===== config.mk =====
export PLATFORM = sky130hd
export DESIGN_NAME = serial_twos_complementer
export DESIGN_NICKNAME = d
export VERILOG_FILES = /design/src/rtl/serial_twos_complementer.sv
export SDC_FILE = /design/constraint.sdc
export NUM_CORES = 1
export LEC_CHECK = 0
export BUFFER_PORTS_ARGS = -buffer_cell sky130_fd_sc_hd__clkbuf_2
export CAP_MARGIN = 20
export CORE_MARGIN = 3
export CORE_UTILIZATION = 35
export DETAILED_ROUTE_END_ITERATION = 10
export GPL_TIMING_DRIVEN = 1
export HOLD_SLACK_MARGIN = 0.15
export PLACE_DENSITY = 0.57
export SLEW_MARGIN = 20
export SYNTH_ARGS = -nofsm -noshare
export SYNTH_HDL_FRONTEND = slang
export SYNTH_SLANG_ARGS = --single-unit

===== constraint.sdc =====
create_clock -name clk -period 1.5 [get_ports clk]
set_input_delay 0.375 -clock clk [delete_from_list [all_inputs] [get_ports clk]]
set_output_delay 0.375 -clock clk [all_outputs]
set_load 0.02 [all_outputs]

===== src/rtl/serial_twos_complementer.sv =====
// rtl/serial_twos_complementer.sv - bit-serial two's complement negator with parallel load/unload
module serial_twos_complementer #(
  parameter int WIDTH = 8
) (
  input  logic             clk,
  input  logic             reset,
  input  logic             in_valid,
  output logic             in_ready,
  input  logic [WIDTH-1:0] in_data,
  output logic             out_valid,
  input  logic             out_ready,
  output logic [WIDTH-1:0] out_data,
  output logic             out_ovf,
  output logic             ser_valid,
  output logic             ser_bit,
  output logic             busy
);

  localparam int CW = (WIDTH > 1) ? $clog2(WIDTH) : 1;
  localparam logic [CW-1:0] LAST = CW'(WIDTH - 1);

  typedef enum logic [1:0] {
    IDLE  = 2'd0,
    SHIFT = 2'd1,
    DONE  = 2'd2
  } state_t;

  state_t           state;
  logic [WIDTH-1:0] sreg;
  logic [WIDTH-1:0] res;
  logic [CW-1:0]    count;
  logic             seen;
  logic             msb_in;
  logic             rdy;

  // Bits up to and including the first 1 pass through; later bits are inverted.
  assign ser_valid = (state == SHIFT);
  assign ser_bit   = ser_valid & (sreg[0] ^ seen);
  assign out_valid = (state == DONE);
  assign out_data  = res;
  assign out_ovf   = out_valid & msb_in & res[WIDTH-1];
  assign busy      = (state != IDLE);
  assign in_ready  = rdy;

  // Load / shift / unload sequencing; rdy is a flop so in_ready stays low until the first edge after reset.
  always_ff @(posedge clk or negedge reset) begin
    if (!reset) begin
      state  <= IDLE;
      sreg   <= '0;
      res    <= '0;
      count  <= '0;
      seen   <= 1'b0;
      msb_in <= 1'b0;
      rdy    <= 1'b0;
    end else begin
      case (state)
        IDLE: begin
          rdy <= 1'b1;
          if (rdy && in_valid) begin
            sreg   <= in_data;
            seen   <= 1'b0;
            count  <= '0;
            msb_in <= in_data[WIDTH-1];
            rdy    <= 1'b0;
            state  <= SHIFT;
          end
        end
        SHIFT: begin
          res  <= {ser_bit, res[WIDTH-1:1]};
          sreg <= sreg >> 1;
          seen <= seen | sreg[0];
          if (count == LAST) begin
            state <= DONE;
          end else begin
            count <= count + 1'b1;
          end
        end
        DONE: begin
          if (out_ready) begin
            state <= IDLE;
            rdy   <= 1'b1;
          end
        end
        default: begin
          state <= IDLE;
          rdy   <= 1'b0;
        end
      endcase
    end
  end

endmodule


==> reports/results.tsv <==
stage	metric	value	unit
power_and_ir_drop	power_density	2160	mW/mm^2
finish	seq_area	602	um^2
synthesis	yosys.area.top_type	dfrtp_1	
synthesis	yosysUniqueCellTypes	28	
power_and_ir_drop	power	3.32	mW
power_and_ir_drop	swShare	39.4	%
routing	drc_errors	0	
global_route	grt_pass1_wl	4150	um
die	die_h	63.1	um
worst_setup_path	worst-r2r-cell-count	5	
synthesis	ys_ff_latch	24	
synthesis	synth.net_count	130	
synthesis	synth_top_area_share	52.7	%
timing	tightest_slew	0.597	ns
synthesis	yosys_warnings	0	
worst_setup_path	crit_arrival	1.25	ns
global_route	grt_overflow_total	0	
die	die_w	63.1	um
timing	fin_ws	-0.127	ns
clock_network	cts_tree	built	
global_route	globalRouteTotalUtil	12.9	%
routing	drt_wl_total	2490	um
power_and_ir_drop	power.switching	1.31	mW
routing	dr_total_vias	941	
synthesis	avgSynthCellArea	9.91	um^2
finish	final_nets	171	
synthesis	syn_area	0.00114	mm^2
timing	hold_viol	0	
routing	dr.pass1.iters	4	
routing	drt_iter0_markers	26	
finish	drive_gt1_share	33.8	%
hold_path	hold_path_depth	2	
clock_network	cts-root-buf	clkbuf_4	
clock_network	path_clk_slew	0.12	ns
die	ios	26	
finish	n_fill_cell	293	
place	pre_cts_slack	0.0308	ns
timing	timing.fmax	615	MHz
power_and_ir_drop	intPower	2.01	mW
timing	grt_setup_unrepaired	yes	
worst_setup_path	cp-start-kind	flop	
finish	fin_area	0.00154	mm^2
die	dieArea	0.00398	mm^2
worst_setup_path	crit_path_end_kind	primary output	
clock_network	insertion_delay	0.31	ns
place	io_buffers	25	
finish	diodes	0	
power_and_ir_drop	p_leak	0.774	nW
synthesis	synth_flop_cell	dfrtp_1	
clock_network	cts_buffers	3	
global_route	antenna_found_initial	0	
timing	slew_viol_final	0	
run_status	violations	negative setup slack	
place	dpl_cell_area	0.00135	mm^2
timing	finalSetupViolations	5	
synthesis	ys_top_cells_by_area	dfrtp_1 53%, nand2_1 7.6%, a22o_1 4.6%	
die	start_util	37.0	%
power_and_ir_drop	pwr-share-clk	8.3	%
hold_path	min_path_type	in -> reg	
power_and_ir_drop	power_frac_comb	56.7	%
clock_network	clockBufferDepth	2	
place	dpl.hpwl	1790	um
place	placedCellCount	186	
die	num_rows	20	
synthesis	postSynthCellCount	115	
synthesis	synth-async-reset-ratio	100	%
global_route	grt_pass1_vias	900	
finish	multiInputGateArea	527	um^2
timing	finalCritPeriodShare	108	%
timing	setup_tns	-0.410	ns
routing	vias_per_cell	4.75	
timing	slew_headroom	60.2	%
clock_network	clkSinkCount	24	
worst_setup_path	criticalPathCategory	reg -> out	
synthesis	synth_seq_area_share	52.7	%
worst_setup_path	path_max_fanout	2	
power_and_ir_drop	p_seq_share	35.0	%
global_route	grt_max_degree	25	
run	max_cap_viol_count	0	
clock_network	htree_levels	1	
place	routabilityCongestion	0.709	
timing	clock_skew	0.00492	ns
timing	min_period	1.63	ns
finish	final-instance-count-excl-fill	198	
synthesis	synth_edf_count	0	
die	core	0.00308	mm^2
finish	syn2layout_area_growth	34.8	%
routing	avgRoutedWirePerCell	12.6	um
worst_setup_path	crit_required	1.12	ns
power_and_ir_drop	ir_drop	622	uV
run_status	outcome	complete, but fails checks	
routing	ant_nets	0	
-- path summary, 6_finish.rpt --
path	start	end	slack (ns)
setup / recovery	sreg[0]	ser_bit	-0.13
hold / removal	in_data[7]	msb_in	0.31
setup reg to reg	count[1]	count[0]	0.08
hold reg to reg	out_data[0]	out_data[0]	0.49
max in group asynchronous	reset	state[0]	0.50
min in group asynchronous	reset	out_data[0]	0.58
-- per-layer routing --
metal	global-route usage [%]	share of wire, %	vias to the layer above
li1	-	-	469
met1	15.9	44	443
met2	22.3	50	24
met3	2.32	4.4	5
met4	4.96	1.6	0
met5	0	0	-
-- state kept, by name, summed over array words and instances, names as in the netlist --
| name | cells |
|---|---|
| count | 3 |
| in_ready | 1 |
| msb_in | 1 |
| out_data | 8 |
| seen | 1 |
| sreg | 8 |
| state | 2 |
-- area by class of cell --
| class | count | share of cell area (%) |
|---|---|---|
| clock buffers | 3 | 1.47 |
| inverters | 5 | 1.38 |
| multi-input cells | 81 | 34.3 |
| flip-flops and latches | 24 | 39.2 |
| well taps | 44 | 3.58 |
| repair buffers | 41 | 20.1 |
-- cells in the mapped netlist, types with 2 or more instances --
cell	number
a21oi_1	8
dfrtp_1	24
nor2b_1	8
nor2_1	10
o22a_1	6
a22o_1	6
ha_1	3
nand2_1	23
or2_1	2
inv_1	4
buf_2	3
mux2_1	2
-- kinds of logic (layout without fill, tap and decap cells) --
logic type	count (synthesis)	after routing	share of synthesized area [%]
AOI/OAI and AO/OA	27	27	17.2
adders and majority gates	3	3	3.29
buffers and inverters	10	49	4.17
DFF	24	24	52.7
muxes	3	3	2.96
and+or+nand+nor	48	48	19.7
-- stage by stage --
step | util (%) | hold WS [ns]
after global routing | 49.9 | 0.288
final | 49.9 | 0.309
after global placement | 43.8 | 0.413
after CTS | 47.4 | 0.300
after detailed placement | 43.8 | 0.414
after floorplan | - | 0.0794
-- timing repair --
action | in CTS | in global routing
pin swaps | 3 | 1
setup buffers | 2 | 6
endpoints found under the hold margin | 24 | 0
resized for setup | 15 | 10
hold buffers | 1 | 0
setup endpoints to repair | 5 | 7
-- power groups by stage --
stage | clock network, mW | logic, mW | registers, mW
final | 0.277 | 1.88 | 1.16
after floorplan | 0 | 0.993 | 1.25
after CTS | 0.290 | 1.71 | 1.16
after detailed placement | 0 | 1.57 | 1.16
after global placement | 0 | 1.52 | 1.14
after global routing | 0.325 | 2.06 | 1.20
-- cells in the final DEF, fill, tap and decap left out, drive strengths merged, types with 2 or more instances in the layout --
cell,instances
ha,3
nand2,23
or2,2
clkbuf,23
nor2b,8
mux2,3
buf,20
a22o,6
a21oi,8
inv,5
o22a,6
dfrtp,24
nor2,10
and2,2
-- worst max-delay path: stages, from the launching register on --
cell and delay [ns]:
dfrtp_1 0.37, inv_1 0.04, ha_1 0.26, and2_4 0.15
buf_8 0.12
Note: power is estimated with default switching activity, not from simulation.
